===== src/rtl/mxdiv_sched_pkg.sv =====
// Shared definitions for the matrix-divide scheduler: state encodings,
// error codes and the default watchdog limit.
package mxdiv_sched_pkg;

  typedef enum logic [2:0] {
    IDLE      = 3'd0,
    INV_START = 3'd1,
    INV_WAIT  = 3'd2,
    MUL_START = 3'd3,
    MUL_WAIT  = 3'd4,
    DONE      = 3'd5,
    ERR       = 3'd6
  } state_t;

  localparam logic [1:0] ERR_NONE        = 2'b00;
  localparam logic [1:0] ERR_SINGULAR    = 2'b01;
  localparam logic [1:0] ERR_INV_TIMEOUT = 2'b10;
  localparam logic [1:0] ERR_MUL_TIMEOUT = 2'b11;

  localparam int TIMEOUT_DEFAULT = 63;
  localparam int WDOG_WIDTH      = 8;

  function automatic logic isWaitState(input state_t s);
    return (s == INV_WAIT) || (s == MUL_WAIT);
  endfunction

  function automatic logic isLaunchState(input state_t s);
    return (s == INV_START) || (s == MUL_START);
  endfunction

endpackage


===== src/rtl/mxdiv_wdog.sv =====
// Saturating watchdog for the scheduler's wait phases; expired flags the
// cycle whose increment would make the count reach LIMIT.
module mxdiv_wdog
  import mxdiv_sched_pkg::*;
#(
  parameter int LIMIT = TIMEOUT_DEFAULT
) (
  input  logic clk,
  input  logic rst,
  input  logic clear,
  input  logic enable,
  output logic expired
);

  localparam logic [WDOG_WIDTH-1:0] LIMIT_M1 = WDOG_WIDTH'(LIMIT - 1);
  localparam logic [WDOG_WIDTH-1:0] SAT_MAX  = {WDOG_WIDTH{1'b1}};

  logic [WDOG_WIDTH-1:0] count;

  always_ff @(posedge clk or posedge rst) begin
    if (rst) begin
      count <= '0;
    end else if (clear) begin
      count <= '0;
    end else if (enable && (count != SAT_MAX)) begin
      count <= count + 1'b1;
    end
  end

  // The wait state lasts exactly LIMIT cycles, so expiry is judged on the
  // pre-increment value.
  assign expired = enable && (count >= LIMIT_M1);

endmodule


===== src/rtl/mxdiv_sched.sv =====
// Sequencer for A * inv(B): launches the inverter, then the multiplier,
// guarding each wait with a watchdog and reporting errors.
module mxdiv_sched
  import mxdiv_sched_pkg::*;
#(
  parameter int TIMEOUT = TIMEOUT_DEFAULT
) (
  input  logic       clk,
  input  logic       rst,
  input  logic       start,
  input  logic       doneInv,
  input  logic       singular,
  input  logic       doneMulmx,
  output logic       startInv,
  output logic       startMulmx,
  output logic       selMx,
  output logic       busy,
  output logic       done,
  output logic       err,
  output logic [1:0] errCode,
  output logic [2:0] phase
);

  state_t     state;
  state_t     nextState;
  logic [1:0] nextErrCode;
  logic       wdClear;
  logic       wdEnable;
  logic       wdExpired;

  assign wdClear  = isLaunchState(state);
  assign wdEnable = isWaitState(state);

  mxdiv_wdog #(
    .LIMIT(TIMEOUT)
  ) u_wdog (
    .clk    (clk),
    .rst    (rst),
    .clear  (wdClear),
    .enable (wdEnable),
    .expired(wdExpired)
  );

  // Done pulses are tested before expiry so a same-cycle completion wins.
  always_comb begin
    nextState   = state;
    nextErrCode = errCode;
    case (state)
      IDLE: begin
        if (start) nextState = INV_START;
      end
      INV_START: nextState = INV_WAIT;
      INV_WAIT: begin
        if (doneInv) begin
          if (singular) begin
            nextState   = ERR;
            nextErrCode = ERR_SINGULAR;
          end else begin
            nextState = MUL_START;
          end
        end else if (wdExpired) begin
          nextState   = ERR;
          nextErrCode = ERR_INV_TIMEOUT;
        end
      end
      MUL_START: nextState = MUL_WAIT;
      MUL_WAIT: begin
        if (doneMulmx) begin
          nextState   = DONE;
          nextErrCode = ERR_NONE;
        end else if (wdExpired) begin
          nextState   = ERR;
          nextErrCode = ERR_MUL_TIMEOUT;
        end
      end
      DONE: nextState = IDLE;
      ERR: begin
        if (start) begin
          nextState   = INV_START;
          nextErrCode = ERR_NONE;
        end
      end
      default: nextState = IDLE;
    endcase
  end

  // Outputs are decoded from the next state and registered alongside it,
  // so they always match the registered state without combinational glitches.
  always_ff @(posedge clk or posedge rst) begin
    if (rst) begin
      state      <= IDLE;
      errCode    <= ERR_NONE;
      startInv   <= 1'b0;
      startMulmx <= 1'b0;
      selMx      <= 1'b0;
      busy       <= 1'b0;
      done       <= 1'b0;
      err        <= 1'b0;
    end else begin
      state      <= nextState;
      errCode    <= nextErrCode;
      startInv   <= (nextState == INV_START);
      startMulmx <= (nextState == MUL_START);
      selMx      <= (nextState == MUL_START) || (nextState == MUL_WAIT) ||
                    (nextState == DONE);
      busy       <= (nextState == INV_START) || (nextState == INV_WAIT) ||
                    (nextState == MUL_START) || (nextState == MUL_WAIT);
      done       <= (nextState == DONE);
      err        <= (nextState == ERR);
    end
  end

  assign phase = state;

endmodule


===== config.mk =====
export PLATFORM = sky130hd
export DESIGN_NAME = mxdiv_sched
export DESIGN_NICKNAME = d
export VERILOG_FILES = /design/src/rtl/mxdiv_sched_pkg.sv /design/src/rtl/mxdiv_wdog.sv /design/src/rtl/mxdiv_sched.sv
export SDC_FILE = /design/constraint.sdc
export NUM_CORES = 1
export LEC_CHECK = 0
export ABC_AREA = 0
export BUFFER_PORTS_ARGS = -buffer_cell sky130_fd_sc_hd__buf_2
export CAP_MARGIN = 20
export CORE_MARGIN = 8
export CORE_UTILIZATION = 57
export CTS_CLUSTER_SIZE = 10
export DETAILED_ROUTE_END_ITERATION = 8
export GPL_TIMING_DRIVEN = 0
export HOLD_SLACK_MARGIN = 0.15
export PLACE_DENSITY = 0.8
export SKIP_CTS_REPAIR_TIMING = 1
export SYNTH_ARGS = -nofsm -noshare
export SYNTH_HDL_FRONTEND = slang
export SYNTH_SLANG_ARGS = --single-unit
export TNS_END_PERCENT = 100

===== constraint.sdc =====
create_clock -name clk -period 2.86 [get_ports clk]
set_clock_uncertainty 0.15 [all_clocks]
set_input_delay 0.286 -clock clk [delete_from_list [all_inputs] [get_ports clk]]
set_output_delay 0.286 -clock clk [all_outputs]
set_load 0.02 [all_outputs]

---- Word-level counts from Yosys, hierarchy flattened ----
Cells that the tools add are included.
operators by class
  $add $sub $neg .......................... 1
  magnitude comparators ................... 1
  equal/unequal tests ..................... 16
  multiplexer cells ....................... 15
  reduce and logical (&&, ||, !) cells .... 14
operator list
  cell                                                   count
  2-to-1 mux 8 bit                                       2
  equality test 3 bit, second input constant             5
  2-to-1 mux 3 bit                                       5
  case mux 3 bit (5 select lines)                        1
  equality test 3 x 2 -> 1 bit, second input constant    4
  2-to-1 mux 2 bit                                       6
  adder 8 x 1 -> 8 bit, second input constant            1
  >= comparator 8 x 6 -> 1 bit, second input constant    1
  inequality test 8 bit, second input constant           1
  logical OR 1 bit                                       7
  equality test 3 x 1 -> 1 bit, second input constant    2
  inequality test 3 x 2 -> 1 bit, second input constant  2
  case mux 2 bit (3 select lines)                        1
  AND reduction 5 bit                                    1
  zero test 3 bit                                        1
  inequality test 3 bit, second input constant           1
  nonzero test 3 bit                                     1
  logical AND 1 bit                                      2
  inequality test 2 bit, second input constant           1
  nonzero test 2 bit                                     1
  OR reduction 2 bit                                     1
word-level totals
  bits in registers ....................... 19
  input bits .............................. 6
  output and inout bits ................... 11
  logic and storage cells ................. 56

---- Logic depth before layout (Yosys ltp) ----
Gate-level depths: netlist of the first run.
  depth in word-level cells ............... 10
  mapped depth ............................ 7
  gate-level depth less buffers ........... 7

---- Hierarchy ----
Synthesis of the first run repeated with hierarchy kept, for this count alone.
second synthesis, totals
  cells, all modules ...................... 101
  area total of the unflattened synthesis .. 1043.5 um^2
by module, submodules not included
  module       instances  cells each  area an instance (um^2)  sequential area each (um^2)
  mxdiv_sched  1          51          546.8                    275.3
  mxdiv_wdog   1          50          496.7                    200.2

---- Least setup slack after synthesis of the first run ----
Ideal clock, no wire load.
  path type ............................... reg2reg
  from .................................... reg state[1] (netlist: phase[1])
  to ...................................... reg busy
  setup time .............................. 0.131 ns
  data arrival time ....................... 1.636 ns
  required time ........................... 2.579 ns
  setup slack ............................. 0.942 ns
  cell stages (with the launch flop) ...... 7
  path buffers ............................ 1
  period minus slack after synthesis ...... 1.918 ns
  cell sequence ........................... dfrtp_1 > buf_2 > xnor2_1 > and3b_1 > or3_4 > nand2b_4 > xnor2_2
between the ends
  longest elaborated chain between the ends .. 10
  elaborated cells between the ends (all ways) .. 21
  classes of those cells .................. 9 x eq/ne; 5 x mux; 7 x reduce/logical
ends and longest elaborated chain
  item                                                                                 RTL line                                  source
  from (decl)                                                                          mxdiv_sched.sv:24                         state_t state;
  from (signal assigned)                                                               mxdiv_sched.sv:100                        state <= nextState;
  equality test 3 x 2 -> 1 bit / equality test 3 bit (equally long branches)           mxdiv_sched_pkg.sv:24, mxdiv_sched.sv:48
  logical OR 1 bit                                                                     mxdiv_sched_pkg.sv:24                     return (s == INV_WAIT) || (s == MUL_WAIT);
  logical AND 1 bit                                                                    mxdiv_wdog.sv:32                          assign expired = enable && (count >= LIMIT_M1);
  2-to-1 mux 3 bit                                                                     mxdiv_sched.sv:61, mxdiv_sched.sv:71
  2-to-1 mux 3 bit (on tied branches)                                                  mxdiv_sched.sv:68, mxdiv_sched.sv:54
  case mux 3 bit (5 select lines) *                                                    mxdiv_sched.sv:48                         case (state)
  net nextState[0]                                                                     mxdiv_sched.sv:25                         state_t nextState;
  equality test 3 x 1 -> 1 bit / equality test 3 x 2 -> 1 bit (equally long branches)  mxdiv_sched.sv:106                        busy <= (nextState == INV_START) || (nextState == INV_WAIT) ||
  logical OR 1 bit (2 in series)                                                       mxdiv_sched.sv:106
  logical OR 1 bit *                                                                   mxdiv_sched.sv:107                        (nextState == MUL_START) || (nextState == MUL_WAIT);
  to (signal assigned)                                                                 mxdiv_sched.sv:106
  to (decl)                                                                            mxdiv_sched.sv:17                         output logic busy,
The timed path passes the listed nets; every way through them passes the cells marked *.
A chain may end at the register's enable or synchronous reset.

---- Worst setup path after layout of the first run ----
  from .................................... reg state[0] (netlist: phase[0])
  to ...................................... reg busy
between the ends
  longest elaborated chain between the ends .. 10
  elaborated cells between the ends (all ways) .. 21
  classes of those cells .................. 9 x eq/ne; 5 x mux; 7 x reduce/logical
ends and longest elaborated chain
  item                                                                                 RTL line
  equality test 3 x 2 -> 1 bit / equality test 3 bit (equally long branches)           mxdiv_sched_pkg.sv:24, mxdiv_sched.sv:48
  logical OR 1 bit                                                                     mxdiv_sched_pkg.sv:24
  logical AND 1 bit                                                                    mxdiv_wdog.sv:32
  2-to-1 mux 3 bit                                                                     mxdiv_sched.sv:61, mxdiv_sched.sv:71
  2-to-1 mux 3 bit (on tied branches)                                                  mxdiv_sched.sv:68, mxdiv_sched.sv:54
  case mux 3 bit (5 select lines) *                                                    mxdiv_sched.sv:48
  equality test 3 x 1 -> 1 bit / equality test 3 x 2 -> 1 bit (equally long branches)  mxdiv_sched.sv:106
  logical OR 1 bit (2 in series)                                                       mxdiv_sched.sv:106
  logical OR 1 bit *                                                                   mxdiv_sched.sv:107
Mark *: on every way between the ends. The rest lies on a longest branch, timed or not.

==> results of run 1 <==
-- layout make-up --
class                   count  area share [%]
well taps                  17            1.88
flip-flops and latches     19            42.1
clock buffers               4            2.33
plain buffers               3            1.22
repair buffers             18            8.87
multi-input cells          70            41.6
inverters                   6            2.00
-- power by group --
| group | switching (W) | internal (W) |
|---|---|---|
| Combinational | 0.000341 | 0.000254 |
| Sequential | 0.0000544 | 0.000356 |
| Clock | 0.0000783 | 0.0000543 |
-- cell families after synthesis --
| kind of cell | count (synthesis) |
|---|---|
| multiplexers | 1 |
| flip-flops | 19 |
| buffers and inverters | 9 |
| AO/OA/AOI/OAI | 18 |
| XOR/XNOR | 7 |
| adder cells (fa/ha/maj) | 2 |
| AND/OR/NAND/NOR | 42 |
-- final timing paths --
check                      startpoint         endpoint  cells after the start
hold reg to reg            errCode[0]       errCode[0]                      1
setup reg to reg             phase[0]             busy                      7
hold / removal               singular       startMulmx                      3
max in group asynchronous         rst       errCode[1]                      3
min in group asynchronous         rst  u_wdog.count[0]                      3
setup / recovery             phase[0]             busy                      7
-- state kept, by name, summed over array words and instances, names as in the netlist --
signal,count
busy,1
done,1
err,1
errCode,2
phase,3
selMx,1
startInv,1
startMulmx,1
u_wdog.count,8
-- synthesized netlist by cell type --
master     n  area [um^2]
nand2_1    3         11.3
a211oi_1   2         15.0
nor3b_1    1         7.51
inv_1      6         22.5
nand3_1    1         5.00
nand4_1    2         12.5
clkbuf_1   1         3.75
dfrtp_1   19          475
o22a_1     2         17.5
o21a_1     1         7.51
a31oi_1    1         6.26
mux2i_1    1         10.0
xor2_1     4         35.0
nand3b_1   2         15.0
o21ai_0    3         15.0
and3b_1    1         8.76
nand2b_1   5         31.3
or3_4      1         11.3
nor2_1    12         45.0
nor3_1     4         20.0
and4_1     1         8.76
xnor2_2    1         16.3
xnor2_1    2         17.5
buf_2      2         10.0
a21boi_1   1         7.51
o32ai_1    1         8.76
a21oi_1    4         20.0
a211oi_2   1         12.5
ha_1       2         25.0
nor4_1     1         6.26
and3_1     3         18.8
a21o_1     1         7.51
nor2b_1    2         12.5
nand2b_4   1         13.8
o211ai_1   1         7.51
and2_1     2         12.5
-- worst reg2reg max path, stage by stage (launching register included) --
cell and delay (ps):
dfrtp_1 390, clkbuf_1 220, nor2b_1 190, buf_2 180
mux2i_1 140, a21boi_1 410, nand2b_4 90, xnor2_2 130
-- cell usage in the layout (no fill, tap or decap), types with 3 or more instances in the layout --
cell type and n:
nand2b_1 5, dfrtp_1 19, inv_1 6, clkbuf_4 3, o21ai_0 3, nor2_1 12, nand2_1 3, a21oi_1 4
xor2_1 4, and3_1 3, nor3_1 4, buf_2 18
-- metrics by stage --
step	total power [W]	instance area, um^2
6_report	0.00114	1130
5_1_grt	0.00123	1130
4_1_cts	0.00115	1110
3_5_place_dp	0.00102	1080
3_3_place_gp	0.00100	1080
2_1_floorplan	0.000876	981
-- per-layer routing --
metal | vias to the layer above | global-route usage, % | wire, um
li1 | 383 | - | -
met1 | 353 | 13.6 | 804
met2 | 17 | 18.6 | 817
met3 | 5 | 4.04 | 119
met4 | 0 | 6.43 | 36
met5 | - | 0 | 0
==> results by group, run 1 <==
Run status
  – Status: complete, no violations

Clocking
  – Inserted Clock Buffers: 3
  – CTS tree: done
  – Clk sinks: 19
  – Clock root buffer: clkbuf_4
  – Clock Path Buffers: 2
  – CTS HTree Levels: 1
  – Worst skew pair latency: roughly 300 ps
  – CTS clk-pin slew, worst paths: about 90 ps

Global route
  – Remaining Overflow, GRT: 0
  – Overall routing resource usage: a little under an eighth
  – Antenna violations before repair: 0
  – Global-route wire length before repair: about 3 mm
  – Vias in the first global route: between 700 and 800
  – Largest net degree at the start of global routing: 20

Place
  – Final GP Congestion: 0.820
  – Dpl hpwl: 1.35 mm
  – Cells after DPL: 131
  – Count of buffers from port buffering: 16
  – Dpl ws: 862 ps

STA
  – Hold WS: roughly 170 ps
  – Period utilization: between 70% and 80%
  – Final-report max-slew violation count: 0
  – Post-layout min period: slightly above 2000 ps
  – Fmax: a little under 500 MHz
  – Final hold violations: 0
  – Setup TNS: 0 ps
  – RSZ-0062 raised after global routing: false
  – Slew margin rel.: 52.3%
  – Least-Margin Pin Slew: between 700 and 800 ps
  – Setup Viol. Count Final: 0
  – Worst Slack Setup Final: around 850 ps

Route
  – Drt first pass iters: 4
  – Antenna viol nets, final: 0
  – Via/cell ratio: 5.53
  – # DRC: 0
  – Starting DRT DRC Count: 21
  – Routed len/inst: between 10 and 15 um
  – Vias: approximately 760
  – Final wirelength: around 1.8 mm

Layout
  – Nets: ~130
  – Post-layout util: 67.6%
  – Register area: 475 um^2
  – Share of cells above drive strength 1: between 20% and 30%
  – Diodes inserted: 0
  – Final std cells w/o fill: 137
  – Synthesis-to-finish area growth: 15.1%
  – Filler cells: around 140
  – Area of the multi-input gates: 469 um^2

Power
  – Pwr/cell area: 1010 nW/um^2
  – Leakage: 0.554 nW
  – Peak supply drop: a little over 600 uV

Floorplan
  – Core footprint: 1670 um^2
  – Die height: around 57 um
  – Die Width: between 50 and 60 um
  – Starting density of the core: about three fifths
  – Die footprint: between 3000 and 4000 um^2
  – Row cnt: 15
  – # IOs: 17

Synth
  – Post-synthesis simple-gate area fraction: 24.5%
  – Compound-Gate Fraction of Synth Area: 12.8%
  – Ys Warns: 0
  – Synth Area per Inst: between 10 and 15 um^2
  – Syn Inst Count: 98
  – Syn_nets: ~110
  – Adder-cell share of the synthesized area: ~2.6%
  – Sequential element share of the synthesized area: between 40% and 50%
  – Synth Area in XOR/XNOR: around 7%
  – Unique cell type count in the Yosys netlist: 36
  – Mux contribution to synthesized area: under 10%
  – Largest family of logic cells by synthesized area: simple AND/OR/NAND/NOR gates
  – Mapped cell area: roughly 1000 um^2
  – FF+latch count, synth: 19

Setup path
  – CP Max Fanout: 10
  – Worst path required time: about 2900 ps
  – CP top delay family: compound AO/OA/AOI/OAI gates
  – CP peak stage delay: approximately 410 ps
  – CP bufs+invs: 2
  – Worst Setup Start Kind: flop
  – Crit path max-delay cell type: a21boi_1
  – Setup CP Type: reg -> reg
  – R2r setup slk: 850 ps
  – Crit-path cells: clkbuf_1, nor2b_1, buf_2, mux2i_1, a21boi_1, nand2b_4, xnor2_2
  – CP Capture Type: flop
  – Worst path arrival time: 2030 ps

Job
  – Max Cap Viol: 0

Worst hold path
  – Min-Delay Path Class: in -> reg
(Power assumes the default switching activity.)
==> run 2, diff against run 1 <==
--- a/config.mk
+++ b/config.mk
@@ -9,12 +9,12 @@
 export BUFFER_PORTS_ARGS = -buffer_cell sky130_fd_sc_hd__buf_2
 export CAP_MARGIN = 20
 export CORE_MARGIN = 8
-export CORE_UTILIZATION = 57
+export CORE_UTILIZATION = 48
 export CTS_CLUSTER_SIZE = 10
 export DETAILED_ROUTE_END_ITERATION = 8
 export GPL_TIMING_DRIVEN = 0
 export HOLD_SLACK_MARGIN = 0.15
-export PLACE_DENSITY = 0.8
+export PLACE_DENSITY = 0.72
 export SKIP_CTS_REPAIR_TIMING = 1
 export SYNTH_ARGS = -nofsm -noshare
 export SYNTH_HDL_FRONTEND = slang
==> constraint.sdc (replaced) <==
create_clock -name clk -period 1.8 [get_ports clk]
set_clock_uncertainty 0.15 [all_clocks]
set_input_delay 0.18 -clock clk [delete_from_list [all_inputs] [get_ports clk]]
set_output_delay 0.18 -clock clk [all_outputs]
set_load 0.02 [all_outputs]
==> results by group, run 2 (same netlist as run 1, synthesis figures left out) <==
Run status
  – Status: finished with violations
  – Violated checks: setup timing

Setup path
  – R2r setup slk: -100 ps
  – Setup CP Type: reg -> reg
  – Worst path arrival time: 1930 ps
  – Worst Setup Start Kind: flop
  – Crit Reg-Reg Startpoint: u_wdog.count[1]
  – CP Max Fanout: 5
  – Worst path required time: approximately 1800 ps
  – R2r endpoint: u_wdog.count[7]
  – R2R depth: 6
  – CP Capture Type: flop

Layout
  – Diodes inserted: 0
  – Register area: 478 um^2
  – Post-layout util: 67.2%
  – Nets: around 140
  – Share of cells above drive strength 1: a little over a third
  – Highest-count cells in the layout ignoring fill and taps: buf_2 (17), dfrtp_1 (17), nor2_1 (12)
  – Largest Register: u_wdog.count
  – Synthesis-to-finish area growth: 33.0%
  – Final std cells w/o fill: between 150 and 200
  – Filler cells: about 180
  – Max FFs per register: 8
  – Area of the multi-input gates: approximately 540 um^2

Power
  – Pwr/cell area: around 1700 nW/um^2
  – Leakage: a little over 0.6 nW
  – Peak supply drop: approximately 1500 uV

Clocking
  – Clk sinks: 19
  – CTS clk-pin slew, worst paths: 120 ps
  – CTS tree: done
  – CTS HTree Levels: 1
  – Clock Path Buffers: 2
  – Clock root buffer: clkbuf_4
  – Inserted Clock Buffers: 3
  – Worst skew pair latency: ~290 ps

Route
  – Vias: ~820
  – Wl on met1: 927 um
  – Antenna viol nets, final: 0
  – Routed len/inst: around 15 um
  – WL met3: around 110 um
  – # DRC: 0
  – Starting DRT DRC Count: 18
  – Max layer used: met4
  – Via/cell ratio: approximately 5.3
  – Metal2 WL: around 1.2 mm
  – Final wirelength: roughly 2.3 mm
  – Drt first pass iters: 4

Place
  – Count of buffers from port buffering: 16
  – Final GP Congestion: 0.777
  – Dpl hpwl: between 1.5 and 2 mm
  – Dpl ws: -164 ps
  – Cells after DPL: about 140

STA
  – Final hold violations: 0
  – Post-layout min period: 1900 ps
  – Fmax: roughly 530 MHz
  – Period utilization: 105%
  – Final-report max-slew violation count: 0
  – Setup TNS: -219 ps
  – RSZ-0062 raised after global routing: true
  – Slew margin rel.: 52.2%
  – Hold WS: 362 ps
  – Worst Slack Setup Final: -98.4 ps
  – Setup Viol. Count Final: 5
  – Least-Margin Pin Slew: a little over 700 ps

Global route
  – Global-route wire length before repair: between 3 and 4 mm
  – Antenna violations before repair: 0
  – Vias in the first global route: around 760
  – Overall routing resource usage: between 10% and 20%
  – Largest net degree at the start of global routing: 20
  – Remaining Overflow, GRT: 0

Floorplan
  – Die footprint: 3750 um^2
  – Starting density of the core: 50.5%
  – # IOs: 17
  – Core footprint: 1940 um^2
  – Die height: between 60 and 70 um
  – Die Width: between 60 and 70 um
  – Row cnt: 16

Worst hold path
  – Hold Path End: errCode[0]
  – Min-Delay Path Class: reg -> reg
  – Hold path depth: 1
  – Hold Startpoint: errCode[0]

Job
  – Max Cap Viol: 0
-- run 2: worst max-delay path, cell delays in order, from the launching register on --
cell      delay, ps
dfrtp_1         450
ha_2            220
and3_4          190
a211oi_4        340
nand4_1         170
xor2_1          200
nor2_1           70
-- run 2: final cells by class --
cell class                 instances  share of cell area [%]
inverter                           6                    1.73
tap                               27                    2.59
timing repair buffer              27                    13.7
sequential                        19                    36.6
multi-input combinational         70                    41.4
buffer                             3                    1.82
clock buffer                       3                    1.73
clock inverter                     1                   0.384
-- run 2: how the worst max path moves through the flow --
| stage | from | endpoint |
|---|---|---|
| 4_1_cts | u_wdog.count[0] | selMx |
| 2_1_floorplan | phase[1] | busy |
| 5_1_grt | u_wdog.count[1] | u_wdog.count[7] |
| 3_3_place_gp | u_wdog.count[0] | selMx |
| 6_report | u_wdog.count[1] | u_wdog.count[7] |
| 3_5_place_dp | u_wdog.count[0] | selMx |
-- run 2: metal layers --
layer / vias to the layer above / track usage [%]
met1: 404 / 11.6
met2: 18 / 22.4
met5: - / 0
met3: 2 / 2.71
li1: 399 / -
met4: 0 / 4.98
-- run 2: report_power, final --
group / switching (W) / internal, W / leakage (nW)
combinational: 0.000658 / 0.000633 / 0.354
clock: 0.000136 / 0.0000826 / 0.0177
sequential: 0.000108 / 0.000568 / 0.245
total: 0.000902 / 0.00128 / 0.617
-- run 2: through the flow --
step | power (W) | cell area, um^2
finish | 0.00219 | 1310
CTS | 0.00194 | 1150
global route | 0.00233 | 1310
floorplan | 0.00147 | 1010
detailed placement | 0.00172 | 1130
global placement | 0.00168 | 1130
